--- src/rtl/comparator_2bit_triple.sv ---
// Registered 2-bit unsigned comparator with three independent implementations
// (gate primitives, behavioural expressions, truth table) and a disagreement flag.
module comparator_2bit_triple (
  input  logic       clk,
  input  logic       rst,
  input  logic       in_valid,
  input  logic [1:0] a,
  input  logic [1:0] b,
  output logic       out_valid,
  output logic       eq_gates,
  output logic       geq_gates,
  output logic       lt_gates,
  output logic       eq_expr,
  output logic       geq_expr,
  output logic       lt_expr,
  output logic       eq_tt,
  output logic       geq_tt,
  output logic       lt_tt,
  output logic       mismatch
);

  // Gate-level path: bitwise equality terms feed both eq and the lt decision.
  logic d1, d0, x1, x0;
  logic na1, na0;
  logic lt_hi, lt_lo;
  logic eq_g, lt_g, geq_g;

  xor g_d1   (d1, a[1], b[1]);
  xor g_d0   (d0, a[0], b[0]);
  not g_x1   (x1, d1);
  not g_x0   (x0, d0);
  and g_eq   (eq_g, x1, x0);
  not g_na1  (na1, a[1]);
  not g_na0  (na0, a[0]);
  and g_lthi (lt_hi, na1, b[1]);
  and g_ltlo (lt_lo, x1, na0, b[0]);
  or  g_lt   (lt_g, lt_hi, lt_lo);
  not g_geq  (geq_g, lt_g);

  logic [2:0] res_gates;
  assign res_gates = {eq_g, geq_g, lt_g};

  logic [2:0] res_expr;

  always_comb begin
    res_expr    = 3'b000;
    res_expr[2] = (a == b);
    res_expr[1] = (a >= b);
    res_expr[0] = (a < b);
  end

  // Truth table, packed as {eq, geq, lt}, indexed by {a, b}.
  logic [2:0] res_tt;

  always_comb begin
    res_tt = 3'b000;
    case ({a, b})
      4'b00_00: res_tt = 3'b110;
      4'b00_01: res_tt = 3'b001;
      4'b00_10: res_tt = 3'b001;
      4'b00_11: res_tt = 3'b001;
      4'b01_00: res_tt = 3'b010;
      4'b01_01: res_tt = 3'b110;
      4'b01_10: res_tt = 3'b001;
      4'b01_11: res_tt = 3'b001;
      4'b10_00: res_tt = 3'b010;
      4'b10_01: res_tt = 3'b010;
      4'b10_10: res_tt = 3'b110;
      4'b10_11: res_tt = 3'b001;
      4'b11_00: res_tt = 3'b010;
      4'b11_01: res_tt = 3'b010;
      4'b11_10: res_tt = 3'b010;
      4'b11_11: res_tt = 3'b110;
      default:  res_tt = 3'b000;
    endcase
  end

  logic mismatch_next;
  assign mismatch_next = (res_gates != res_expr) | (res_gates != res_tt) | (res_expr != res_tt);

  // Results and flag hold while idle; only out_valid tracks in_valid every cycle.
  always_ff @(posedge clk) begin
    if (rst) begin
      out_valid <= 1'b0;
      eq_gates  <= 1'b0;
      geq_gates <= 1'b0;
      lt_gates  <= 1'b0;
      eq_expr   <= 1'b0;
      geq_expr  <= 1'b0;
      lt_expr   <= 1'b0;
      eq_tt     <= 1'b0;
      geq_tt    <= 1'b0;
      lt_tt     <= 1'b0;
      mismatch  <= 1'b0;
    end else if (in_valid) begin
      out_valid <= 1'b1;
      {eq_gates, geq_gates, lt_gates} <= res_gates;
      {eq_expr, geq_expr, lt_expr}    <= res_expr;
      {eq_tt, geq_tt, lt_tt}          <= res_tt;
      mismatch  <= mismatch_next;
    end else begin
      out_valid <= 1'b0;
    end
  end

endmodule

--- config.mk ---
export PLATFORM = sky130hd
export DESIGN_NAME = comparator_2bit_triple
export DESIGN_NICKNAME = d
export VERILOG_FILES = /design/src/rtl/comparator_2bit_triple.sv
export SDC_FILE = /design/constraint.sdc
export NUM_CORES = 1
export LEC_CHECK = 0
export CORE_MARGIN = 10
export CORE_UTILIZATION = 35
export DETAILED_ROUTE_END_ITERATION = 10
export HOLD_SLACK_MARGIN = 0.05
export SLEW_MARGIN = 30
export SYNTH_ARGS = -nofsm -noshare
export SYNTH_HDL_FRONTEND = slang
export SYNTH_SLANG_ARGS = --single-unit
--- constraint.sdc ---
create_clock -name clk -period 2.07 [get_ports clk]
set_input_delay 0.414 -clock clk [delete_from_list [all_inputs] [get_ports clk]]
set_output_delay 0.414 -clock clk [all_outputs]
set_load 0.02 [all_outputs]
Yosys cells after proc, flatten, opt, wreduce, memory -nomap -nowiden --
Memory sizes are Yosys's and may differ from the RTL's. Cells that the tools add are included.
Storage, ports and cells: bits in latches 0, input bits 7, logic and storage cells 32, bits in read-only memories 48, memories kept 1, flip-flop bits (word level) 11, bits in writable memories 0
Memory list:
- (no name shown) | depth 16, width 3, read ports 1, clocked after Yosys merged registers in 0, wr ports 0, RTL line 57 | case ({a, b})
Operators by class: $add $sub $neg 0, multiplexer cells 1, reductions and logical operators 1, shift operators 0, divide/modulo/power cells 0, $lt $le $gt $ge 2, bitwise operators 12, multipliers 0, equality and inequality tests 4
Operators with widths (number):
- $ne 3x3->1 | 3
- $not 1->1 | 5
- $or 1x1->1 | 3
- $reduce_and 3->1 | 1
- $and 1x1->1 | 2
- $eq 2x2->1 | 1
- $ge 2x2->1 | 1
- $lt 2x2->1 | 1
- $xor 1x1->1 | 2
- $mux 1 | 1

Longest topological paths before layout --
Gate-level depths: netlist (run 1).
word-level depth 8, gate-level depth with buffers 6

Least setup slack after synthesis (run 1) --
No wires, ideal clock.
path kind input -> register, from in a[1], to reg mismatch, arrival 1.449 ns, buffers on the path 0, required time 1.989 ns, path slack 0.541 ns, stages 6, path through inv_1 -> ha_1 -> o21ai_1 -> a21oi_1 -> a311o_1 -> a41oi_1
On the way: word-level cells in the longest chain between the ends 8, elaborated cells on any way between the ends 17
Ends and longest elaborated chain:
- start: declaration | RTL line 7 | input logic [1:0] a,
- branches (longest 7 deep; another with $mem_v2 16x3)
- $or 1x1->1 * | RTL line 79 | assign mismatch_next = (res_gates != res_expr) | (res_gates != res_tt) | (res_expr != res_tt);
- end signal: assignment | RTL line 100 | mismatch <= mismatch_next;
- end: declaration | RTL line 19 | output logic mismatch
Every way passes the cells marked *. A chain may end at the register's enable or synchronous reset.

Final worst setup path (run 1) --
Same ends and word-level chain as after synthesis.

==> metrics.cfg, run 1 <==
[setup_path]
critPathArrivalTime_ns = 1.90
path_max_fanout = 2
start_kind = input port
crit_required_ns = 2.26
end_kind = flip-flop
startpoint = a[1]
crit_type = in2reg
r2r-start = mismatch

[yosys]
synth_seq_cells = 11
syn_area_per_cell_um2 = 8.62
syn_inst = 64
synth.cell_area_um2 = 552
synth_top_family_by_area = simple AND/OR/NAND/NOR gates
seq_area_frac_synth_pct = 39.9
yosys_warnings = 0
ys_types = 24
synth_compound_area_share_pct = 18.8
synthTopCellsByArea = dfxtp_1 40%, a21oi_1 7.3%, ha_1 6.8%, nand2b_1 5.7%, mux2i_1 5.4%
synthAdderAreaFrac_pct = 6.80
muxShareOfSynthArea_pct = 5.44
yosys.area.top_type_share_pct = 39.9
synth_area_leader_cell = dfxtp_1
syn_nets = 74
synthXorXnorAreaFrac_pct = 3.17
synth-simple-area-share_pct = 20.6

[floorplanning]
die_w_um = 59.7
ioPinCount = 18
core.rowCount = 14
coreArea_um2 = 1510
start_util_pct = 36.6
die_h_um = 59.7
die_area_um2 = 3560

[drt]
wirelength_mm = 1.29
ant_nets = 0
wire_per_inst_um = 12.1
dr_total_vias = 505
drc_errors = 0
drt_first_pass_iters = 4
drt-initial-drc-count = 11
viasPerCell = 4.76

[placement]
dpl_worst_slack_ns = 0.0721
gp_congestion = 0.835
io_buffer_count = 17
placed_area_um2 = 788
hpwl_mm = 1.08

[sta]
max_freq_mhz = 583
slew_headroom_pct = 76.8
final-max-slew-violation-count = 0
fin_crit_sh_pct = 82.9
rsz0062_at_grt = no
finalHoldViolations = 0
tns_ns = 0
setup_viol = 0
fin_crit_ns = 1.72
hold-worst-slack_ns = 0.469
fin_ws_ns = 0.354
skew_ns = 0
tightest_slew_ns = 0.347

[clocking]
clock_path_buffers = 2
cts_tree = built
clkLatencyLatePin_ns = 0.26
htree_num_levels = 1
cts.sink_count = 11
holdBufCountCts = 0
cts_root_buffer = clkbuf_4
clk_pin_slew_ns = 0.07
cts_buffers = 3
cts_setup_buffers = 0
cts_resized = 0

[min_path]
min_from = eq_expr
min_path_type = reg2reg

[power_and_ir_drop]
power.switching_w = 0.000146
peakVddDrop_v = 0.000242
power_density_nw_per_um2 = 642
seqPwrFrac_pct = 44.6
internal_power_w = 0.000377
swShare_pct = 28.0
power_leakage_nw = 0.343
p_clk_share_pct = 27.4
totalPowerFinal_w = 0.000523
p_comb_share_pct = 27.9

[cells_and_area]
diodes = 0
nets = 101
drive_gt1_share_pct = 14.4
area_delta_synth_final_pct = 47.6
fin_area_um2 = 815

[grt]
grt_max_degree = 11
antenna_found_initial = 0
grt_pass1_wl_mm = 2.35
grt_pass1_vias = 528
gr-total-overflow = 0
grt.total_usage_pct = 8.49

[job]
cap_violations = 0

[outcome]
status = complete, no violations

-- through the flow --
step | util (%) | instances
finish | 54.1 | 106
global route | 54.1 | 106
CTS | 54.1 | 106
detailed placement | 52.3 | 102
global placement | 52.3 | 102
floorplan | - | 64
-- Yosys cell counts, drive strengths merged --
library cell	instances
a41oi	1
buf	2
o21a	1
a21oi	8
o21ai	3
nor3	2
or2b	1
xor2	2
inv	4
nand2b	5
nand3	1
clkbuf	1
nor2	8
nand2	1
a21o	1
ha	3
dfxtp	11
a211oi	2
a311o	1
mux2i	3
nor2b	3
-- state kept, by name (all words and copies together) (netlist names) --
name,count
lt_tt,1
out_valid,1
eq_expr,1
geq_gates,1
lt_gates,1
mismatch,1
geq_expr,1
eq_tt,1
geq_tt,1
lt_expr,1
eq_gates,1
-- kinds of logic after synthesis --
kind of cell / after synthesis
adders and majority gates: 3
AOI/OAI and AO/OA: 17
and+or+nand+nor: 21
DFF: 11
xor gates and xnor gates: 2
buffers and inverters: 7
muxes: 3
-- placed cells by master, fill, tap and decap left out, drive strengths merged --
cell	instances
a211oi	2
a21o	1
a21oi	8
a311o	1
a41oi	1
buf	8
clkbuf	4
clkdlybuf4s50	17
dfxtp	11
ha	3
inv	4
mux2i	3
nand2	1
nand2b	5
nand3	1
nor2	8
nor2b	3
nor3	2
o21a	1
o21ai	3
or2b	1
xor2	2
-- layout make-up --
cell class	instances	area [um^2]
Fill cell	145	692
Multi-Input combinational cell	46	303
Clock buffer	4	26.3
Sequential cell	11	220
Timing Repair Buffer	25	230
Inverter	4	15.0
Tap cell	16	20.0
-- power groups by stage --
stage / logic [W] / clock network (W) / registers (W)
2_1_floorplan: 0.0000584 / 0 / 0.000257
3_3_place_gp: 0.000146 / 0 / 0.000238
3_5_place_dp: 0.000148 / 0 / 0.000239
4_1_cts: 0.000148 / 0.000151 / 0.000234
5_1_grt: 0.000163 / 0.000164 / 0.000236
6_report: 0.000146 / 0.000143 / 0.000233
-- worst paths after layout --
kind	to	slack (ns)	cells past startpoint
max	mismatch	0.35	7
min	eq_expr	0.47	2
max reg2reg	mismatch	1.16	3
min reg2reg	eq_expr	0.47	2
-- critical path, stage by stage --
cell             delay, ns
clkdlybuf4s50_1       0.47
inv_1                 0.05
ha_1                  0.30
o21ai_1               0.13
a21oi_1               0.05
a311o_1               0.34
a41oi_1               0.15
-- routing by layer --
| layer | part of all wire, % | vias to the layer above | global-route usage (%) |
|---|---|---|---|
| met5 | 0 | - | 0 |
| met4 | 1.9 | 0 | 5.77 |
| met3 | 6.4 | 2 | 3.81 |
| met2 | 50 | 9 | 12.9 |
| met1 | 42 | 223 | 9.16 |
| li1 | - | 271 | - |
Note: power is estimated with default switching activity, not from simulation.
==> inputs of run 2 (changes only) <==
PLACE_DENSITY = 0.66   (was unset)
clock period = 1.52 ns   (was 2.07 ns; I/O delays follow)
==> run 2 against run 1 <==
  * Final area rose by 10%
  * Worst setup slack got worse by 0.32 ns
  * Final cell count up 1.9%
  * Die area unchanged
  * Register-to-register slack lost 0.57 ns
  * First-iteration DRC count down 9.1%
  * Critical path depth decreased by 6
  * Sequential power grew 36%
  * Utilization rose by 5.6 points
  * Critical path type is now reg2out
  * Worst hold slack worse by 0.00088 ns
  * Total power grew 39%
  * Clock power grew 36%
==> metrics.cfg, run 2 (synthesis results as in run 1) <==
[outcome]
status = complete, no violations

[clocking]
cts.sink_count = 11
clkLatencyLatePin_ns = 0.26
holdBufCountCts = 0
cts_tree = built
cts_buffers = 3
cts_root_buffer = clkbuf_4
clock_path_buffers = 2
cts_setup_buffers = 0
clk_pin_slew_ns = 0.07
htree_num_levels = 1

[sta]
max_freq_mhz = 673
fin_crit_ns = 1.49
tns_ns = 0
final-max-slew-violation-count = 0
finalHoldViolations = 0
tightest_slew_ns = 0.304
setup_viol = 0
hold-worst-slack_ns = 0.468
rsz0062_at_grt = no
fin_ws_ns = 0.0344
fin_crit_sh_pct = 97.7
slew_headroom_pct = 79.8
skew_ns = 0

[drt]
wirelength_mm = 1.38
drt_first_pass_iters = 6
drc_errors = 0
viasPerCell = 5.05
ant_nets = 0
wire_per_inst_um = 12.8
drt-initial-drc-count = 10
dr_total_vias = 545

[setup_path]
critPathBufInv = 1
crit_family = buffers and inverters
slowest_stage = clkdlybuf4s50_1
critical_path.cell_chain = clkdlybuf4s50_1
path_max_fanout = 2
start_kind = flip-flop
reg2reg_slack_ns = 0.59
crit_required_ns = 1.22
cp_slowest_stage_delay_ns = 0.60
crit_type = reg2out
critPathArrivalTime_ns = 1.18
end_kind = output pin
startpoint = eq_expr
r2r-start = mismatch

[floorplanning]
core.rowCount = 14
start_util_pct = 36.6
die_h_um = 59.7
ioPinCount = 18
die_w_um = 59.7
coreArea_um2 = 1510
die_area_um2 = 3560

[grt]
antenna_found_initial = 0
grt_max_degree = 15
gr-total-overflow = 0
grt_pass1_vias = 484
grt_pass1_wl_mm = 2.05
grt.total_usage_pct = 7.31

[cells_and_area]
final_cell_mix = 11 x dfxtp_1, 11 x dlymetal6s2s_1, 10 x buf_4
drive_gt1_share_pct = 23.9
fin_area_um2 = 898
fin_util_pct = 59.6
nets = 103
diodes = 0
area_delta_synth_final_pct = 62.8

[placement]
gp_congestion = 0.760
hpwl_mm = 1.02
io_buffer_count = 17
placed_area_um2 = 803
dpl_worst_slack_ns = -0.399

[min_path]
min_path_type = reg2reg
min_from = eq_gates

[power_and_ir_drop]
power_leakage_nw = 0.515
power_density_nw_per_um2 = 811
peakVddDrop_v = 0.000418

[job]
cap_violations = 0

## run 2: report_power, final
| part | internal (W) | switching (W) | total, W |
|---|---|---|---|
| combinational | 0.000111 | 0.000107 | 0.000218 |
| sequential | 0.000309 | 0.00000811 | 0.000317 |
| clock | 0.000101 | 0.0000925 | 0.000194 |
| total | 0.000521 | 0.000208 | 0.000729 |
## run 2: final timing paths
| check | end | cells past startpoint |
|---|---|---|
| worst max-delay path | eq_expr | 1 |
| worst min register to register | eq_gates | 2 |
| worst max register to register | mismatch | 3 |
| worst min-delay path | eq_gates | 2 |
## run 2: through the flow
step / instances / power, W
floorplan: 64 / 0.000429
global placement: 104 / 0.000527
global route: 108 / 0.000762
detailed placement: 104 / 0.000529
finish: 108 / 0.000729
CTS: 108 / 0.000727
## run 2: final cells by class
class,count,area [um^2]
timing repair buffer,27,270
fill,135,608
inverter,4,15.0
tap,16,20.0
clock buffer,4,26.3
sequential,11,220
multi-input combinational,46,347
## run 2: worst register-to-register path, stage by stage (launching register included)
cell and delay, ns:
dfxtp_1 0.32, nor2_1 0.05, a311o_1 0.34, a41oi_2 0.15
## run 2: routing by layer
| metal | wire length (um) | track usage, % |
|---|---|---|
| met5 | 0 | 0 |
| met4 | 38 | 4.81 |
| met3 | 103 | 2.75 |
| met2 | 651 | 11.6 |
| met1 | 589 | 7.86 |
## run 2: timing repair
| item | CTS | global route |
|---|---|---|
| endpoints found under the setup margin | 3 | 10 |
| hold endpoints to repair | 0 | 0 |
| resized for setup | 5 | 15 |
| pin swaps | 3 | 2 |
| cloned | 0 | 0 |
==> edit 1 (settings of run 1) <==
Register the output `mismatch` once more; this adds one clock of latency there. The other outputs are not delayed to match.
--- a/src/rtl/comparator_2bit_triple.sv
+++ b/src/rtl/comparator_2bit_triple.sv
@@ -19,4 +19,6 @@
   output logic       mismatch
 );
+
+  logic mismatch_s0;
 
   // Gate-level path: bitwise equality terms feed both eq and the lt decision.
@@ -92,5 +94,5 @@
       geq_tt    <= 1'b0;
       lt_tt     <= 1'b0;
-      mismatch  <= 1'b0;
+      mismatch_s0 <= 1'b0;
     end else if (in_valid) begin
       out_valid <= 1'b1;
@@ -98,5 +100,5 @@
       {eq_expr, geq_expr, lt_expr}    <= res_expr;
       {eq_tt, geq_tt, lt_tt}          <= res_tt;
-      mismatch  <= mismatch_next;
+      mismatch_s0 <= mismatch_next;
     end else begin
       out_valid <= 1'b0;
@@ -104,4 +106,8 @@
   end
 
+  always_ff @(posedge clk) begin
+    mismatch <= mismatch_s0;
+  end
+
 endmodule
 
Behaviour: no difference found for any inputs over 10 cycles, from zero or initial values and one cycle with rst high; that may be too few to reach the edited logic, so the function may still have changed.
==> edit 1 against run 1 <==
Worst hold slack got worse by 0.12 ns. Critical path type unchanged. Total power rose by 13%. Routed wire length rose by 5.2%. Core utilization rose by 0.86 points. Critical endpoint is now mismatch_s0. Worst setup slack barely moved. Synthesized area rose by 3.6%. Design area rose by 2.8%. Sequential cell count rose by 1.
==> edit 1: results (changes against run 1) <==
Parameter                              Value

Power and ir drop
  Internal portion of total power    0.4290 mW (+14%)
  Leakage Power    0.3532 nW (+2.9%)
  Worst ir drop on vdd    0.4109 mV (+70%)

Setup path
  Worst r2r src    mismatch_s0
  Library cell contributing the largest single delay on the critical path    sky130_fd_sc_hd__clkdlybuf4s50_1
  Crit path arrival time    1.86 ns (-0.04 ns)
  Gate family responsible for the most delay along the worst path    buffers and inverters
  Crit-path max FO    4 (+2)
  CP peak stage delay    0.52 ns (+0.05 ns)
  Worst setup path startpoint    a[0]

CTS
  Largest buffer count on any clock path    2 (unchanged)
  Buffer cell driving the clock tree root    sky130_fd_sc_hd__clkbuf_4
  Number of buffers inserted to repair setup after CTS    0 (unchanged)
  Depth of the CTS H-tree    1 (unchanged)

Routing
  Length of the first detailed-routing pass in iterations    4 (unchanged)
  Total Wirelength    1.354 mm (+5.2%)
  Count of antenna-violating nets left after detailed routing    0 (unchanged)
  Routed via count divided by cell count    5.057 (+6.1%)
  Via count    536 (+6.1%)
  DRT iter0 DRCs    4 (-7)

STA
  Worst hold-check slack    0.3531 ns (-0.1160 ns)
  Worst Skew    0.0003252 ns (+0.0003252 ns)
  Relative slew slack    80.58% (+3.8 points)
  Setup slack after layout    0.3535 ns (-0.0004340 ns)

Yosys
  Cells taking the most area after synthesis    sky130_fd_sc_hd__dfxtp_1, sky130_fd_sc_hd__a21oi_1, sky130_fd_sc_hd__ha_1
  Commonest cells post-synth    sky130_fd_sc_hd__dfxtp_1, sky130_fd_sc_hd__a21oi_1, sky130_fd_sc_hd__nor2_1, sky130_fd_sc_hd__nand2b_1, sky130_fd_sc_hd__inv_1
  Post-synth net total    75 (+1.4%)
  Synthesized-area fraction occupied by adder cells    6.565% (-0.24 points)
  Async S/R FF share, synth    0% (unchanged)
  Area fraction in compound gates after synthesis    18.16% (-0.66 points)
  Synth Flop Type    sky130_fd_sc_hd__dfxtp_1
  Warnings from Yosys    0 (unchanged)
  Synthesized-area fraction occupied by xor and xnor cells    3.063% (-0.11 points)
  Sequential cell area fraction in the yosys report    42.01% (+2.1 points)
  Share of cell area taken by muxes after synthesis    5.252% (-0.19 points)
  Post-synthesis cell count    65 (+1.6%)

GRT
  Overall routing resource usage    7.602% (-0.88 points)
  Maximum number of pins on one net before global-route repair    13 (+2)
  Vias in the first global route    476 (-9.8%)
  First-pass GRT wire length    2.145 mm (-8.8%)

Worst hold path
  Hold Path Class    flop to flop
  Worst hold path startpoint    mismatch_s0

Layout
  Diode count    0 (unchanged)
  Fill cell instance count of the final layout    142 (-2.1%)

Place
  Cell area after placement    800.8 um2 (+1.6%)
  Placer Congestion    0.7103 (-15%)
  Sum of net half-perimeters after detailed placement    1.042 mm (-4.0%)
  Post-Place Worst Slack    0.07078 ns (-0.001315 ns)

Run status
  Status    completed
==> edit 1: cell count changes after synthesis, sizes merged <==
cell	run 1	this run
dfxtp	11	12
==> edit 1: area by class of cell <==
| class | count | area (um2) | share of cell area, % |
|---|---|---|---|
| Clock buffer | 4 | 36.28 | 4.335 |
| Inverter | 4 | 15.01 | 1.794 |
| Multi-Input combinational cell | 46 | 302.8 | 36.17 |
| Sequential cell | 12 | 240.2 | 28.70 |
| Tap cell | 16 | 20.02 | 2.392 |
| Timing Repair Buffer | 24 | 222.7 | 26.61 |
==> edit 1: worst paths after layout <==
check                              endpoint  cells past startpoint
worst min register to register     mismatch                      0
worst min-delay path               mismatch                      0
worst max-delay path            mismatch_s0                      7
worst max register to register  mismatch_s0                      3
==> edit 1: cell families after synthesis <==
family / Yosys count
flops: 12
xor+xnor: 2
mux: 3
fa+ha+maj: 3
compound gates: 17
simple gates: 21
buf+inv: 7
==> edit 1: routing by layer <==
layer  vias to the layer above  global-route usage (%)  wire (um)
li1                        272                       -          -
met1                       250                   8.392        580
met2                        12                   11.91        627
met3                         2                   4.384        139
met4                         0                   2.821          6
met5                         -                       0          0
==> edit 1: power by group through the flow <==
stage	clock network (mW)	registers (mW)	logic [mW]
6_report	0.191	0.255	0.145
5_1_grt	0.206	0.257	0.157
4_1_cts	0.197	0.255	0.147
3_5_place_dp	0	0.260	0.146
3_3_place_gp	0	0.260	0.145
2_1_floorplan	0	0.279	0.0585
==> edit 1: worst register-to-register path, cell delays in order, from the launching register on <==
cell,delay [ns]
sky130_fd_sc_hd__dfxtp_1,0.33
sky130_fd_sc_hd__nor2_1,0.05
sky130_fd_sc_hd__a311o_1,0.31
sky130_fd_sc_hd__a41oi_1,0.15
==> edit 2 (flow settings as in run 1) <==
Without the edit above. Register the inputs `in_valid`, `a` and `b` before use, cleared by the reset. The logic sees them one clock later. Comments in the files are not updated.
--- a/src/rtl/comparator_2bit_triple.sv
+++ b/src/rtl/comparator_2bit_triple.sv
@@ -20,4 +20,20 @@
 );
 
+  logic in_valid_q;
+  logic [1:0] a_q;
+  logic [1:0] b_q;
+
+  always_ff @(posedge clk) begin
+    if (rst) begin
+      in_valid_q <= '0;
+      a_q        <= '0;
+      b_q        <= '0;
+    end else begin
+      in_valid_q <= in_valid;
+      a_q        <= a;
+      b_q        <= b;
+    end
+  end
+
   // Gate-level path: bitwise equality terms feed both eq and the lt decision.
   logic d1, d0, x1, x0;
@@ -26,13 +42,13 @@
   logic eq_g, lt_g, geq_g;
 
-  xor g_d1   (d1, a[1], b[1]);
-  xor g_d0   (d0, a[0], b[0]);
+  xor g_d1   (d1, a_q[1], b_q[1]);
+  xor g_d0   (d0, a_q[0], b_q[0]);
   not g_x1   (x1, d1);
   not g_x0   (x0, d0);
   and g_eq   (eq_g, x1, x0);
-  not g_na1  (na1, a[1]);
-  not g_na0  (na0, a[0]);
-  and g_lthi (lt_hi, na1, b[1]);
-  and g_ltlo (lt_lo, x1, na0, b[0]);
+  not g_na1  (na1, a_q[1]);
+  not g_na0  (na0, a_q[0]);
+  and g_lthi (lt_hi, na1, b_q[1]);
+  and g_ltlo (lt_lo, x1, na0, b_q[0]);
   or  g_lt   (lt_g, lt_hi, lt_lo);
   not g_geq  (geq_g, lt_g);
@@ -45,7 +61,7 @@
   always_comb begin
     res_expr    = 3'b000;
-    res_expr[2] = (a == b);
-    res_expr[1] = (a >= b);
-    res_expr[0] = (a < b);
+    res_expr[2] = (a_q == b_q);
+    res_expr[1] = (a_q >= b_q);
+    res_expr[0] = (a_q < b_q);
   end
 
@@ -55,5 +71,5 @@
   always_comb begin
     res_tt = 3'b000;
-    case ({a, b})
+    case ({a_q, b_q})
       4'b00_00: res_tt = 3'b110;
       4'b00_01: res_tt = 3'b001;
@@ -93,5 +109,5 @@
       lt_tt     <= 1'b0;
       mismatch  <= 1'b0;
-    end else if (in_valid) begin
+    end else if (in_valid_q) begin
       out_valid <= 1'b1;
       {eq_gates, geq_gates, lt_gates} <= res_gates;
Formal check against the unedited RTL: not equivalent (a bounded check fails within 4 cycles, from zero or initial values and one cycle with rst high).
==> edit 2 against run 1 <==
Synthesized area grew 37%. Total power increased by 37%. Final cell count grew 15%. Largest power group unchanged. Die area is 24% higher. Sequential cell count grew 8. Clock skew increased by 0.0018 ns. Worst setup slack improved by 0.058 ns. Sequential share of layout area up 12 points. Register-to-register slack lost 0.59 ns. Design area grew 21%. Critical endpoint is now geq_tt. Highest routed layer unchanged. Largest cell class is now registers. Routed wire length increased by 4.4%.
==> edit 2: results (changes against run 1) <==
Parameter                              Value

Run status
  Status    completed

GRT
  Met3 track utilization from global routing    2.373% (-1.4 points)
  Number of antenna violations at the first check in global routing    0 (unchanged)
  Met1 layer usage reported by global route    6.705% (-2.5 points)
  First-pass GRT wire length    2.297 mm (-2.3%)
  Overall routing resource usage    6.889% (-1.6 points)
  Maximum number of pins on one net before global-route repair    16 (+5)
  Vias in the first global route    547 (+3.6%)
  Met2 Resource Use GR    11.24% (-1.7 points)

Yosys
  Async S/R FF share, synth    0% (unchanged)
  Synthesized-area fraction occupied by adder cells    4.975% (-1.8 points)
  Post-synthesis cell count    75 (+17%)
  Cells taking the most area after synthesis    sky130_fd_sc_hd__dfxtp_1, sky130_fd_sc_hd__mux2i_1, sky130_fd_sc_hd__nor2b_1
  Share of cell area taken by muxes after synthesis    7.960% (+2.5 points)
  Number of distinct library cells after synthesis    21 (-13%)
  Post-synth net total    85 (+15%)
  Commonest cells post-synth    sky130_fd_sc_hd__dfxtp_1, sky130_fd_sc_hd__nor2_1, sky130_fd_sc_hd__nor2b_1, sky130_fd_sc_hd__inv_1, sky130_fd_sc_hd__mux2i_1
  Sequential cell area fraction in the yosys report    50.41% (+11 points)
  Area fraction in compound gates after synthesis    11.77% (-7.0 points)
  Synthesized-area fraction occupied by xor and xnor cells    3.483% (+0.31 points)

Routing
  DRT iter0 DRCs    2 (-9)
  Routed wire length on met2    630 um (-1.4%)
  Total length of routed met3 wires    91 um (+11%)
  Via count    540 (+6.9%)
  Routed metal-1 wire length    573 um (+6.1%)
  Total Wirelength    1.344 mm (+4.4%)
  Length of the first detailed-routing pass in iterations    3 (-1)
  Routed via count divided by cell count    4.426 (-7.1%)

CTS
  Clk_lat worst skew    0.29 ns (+0.03 ns)
  Num CTS Buffers    3 (unchanged)
  Clock slew seen by the registers of the worst setup and hold paths    0.10 ns (+0.03 ns)

Power and ir drop
  Switching power    0.1854 mW (+27%)
  Clock group share of total power    25.9% (-1.5 points)
  Worst ir drop on vdd    0.3145 mV (+30%)
  Clock group    0.185 mW (+29%)
  Leakage Power    0.4051 nW (+18%)
  Power in combinational cells    0.125 mW (-14%)

Worst hold path
  Hold Path Class    flop to flop
  Cell depth of the worst min-delay path    2 (unchanged)

Layout
  Fill cell instance count of the final layout    220 (+52%)
  Fraction of layout cells with a size suffix above 1    6.316% (-8.1 points)
  Number of flip-flops under the largest register name    3
  Final #Nets    106 (+5.0%)

STA
  Transition at the pin with the smallest max-transition slack    0.5641 ns (+0.2173 ns)
  Worst Skew    0.001831 ns (+0.001831 ns)

Setup path
  Crit-path max FO    2 (unchanged)
  CP peak stage delay    0.61 ns (+0.14 ns)
  Worst r2r path cells    6 (+3)
  Crit path arrival time    1.24 ns (-0.66 ns)
  Gate family responsible for the most delay along the worst path    buffers and inverters

Place
  Sum of net half-perimeters after detailed placement    1.098 mm (+1.2%)
  Placer Congestion    0.6244 (-25%)
  Port Buf Inserts    17 (unchanged)
  Cell area after placement    957.2 um2 (+21%)
  Post-Place Worst Slack    0.5596 ns (+0.4875 ns)
  Number of instances in the placed design    118 (+16%)
## edit 2: cell count changes after synthesis, sizes merged, moves of 3 or more
cell / delta
a21oi: -6
nor2: +3
nor2b: +5
dfxtp: +8
mux2i: +3
## edit 2: tightest hold or removal path: stages (launching register included)
cell and delay [ns]:
sky130_fd_sc_hd__dfxtp_1 0.32, sky130_fd_sc_hd__nand2b_1 0.06, sky130_fd_sc_hd__a21oi_1 0.06
## edit 2: final timing paths
path,startpoint,endpoint,slack (ns)
worst max-delay path,geq_tt,geq_tt,0.41
worst min-delay path,eq_expr,eq_expr,0.48
worst max register to register,a_q[1],mismatch,0.57
worst min register to register,eq_expr,eq_expr,0.48
## edit 2: final cells by class
class / instances / area (um2) / share of cell area (%)
inverters: 6 / 22.52 / 2.290
flip-flops and latches: 19 / 380.4 / 38.68
multi-input cells: 48 / 342.8 / 34.86
clock buffers: 4 / 26.28 / 2.672
repair buffers: 18 / 177.7 / 18.07
well taps: 27 / 33.78 / 3.435
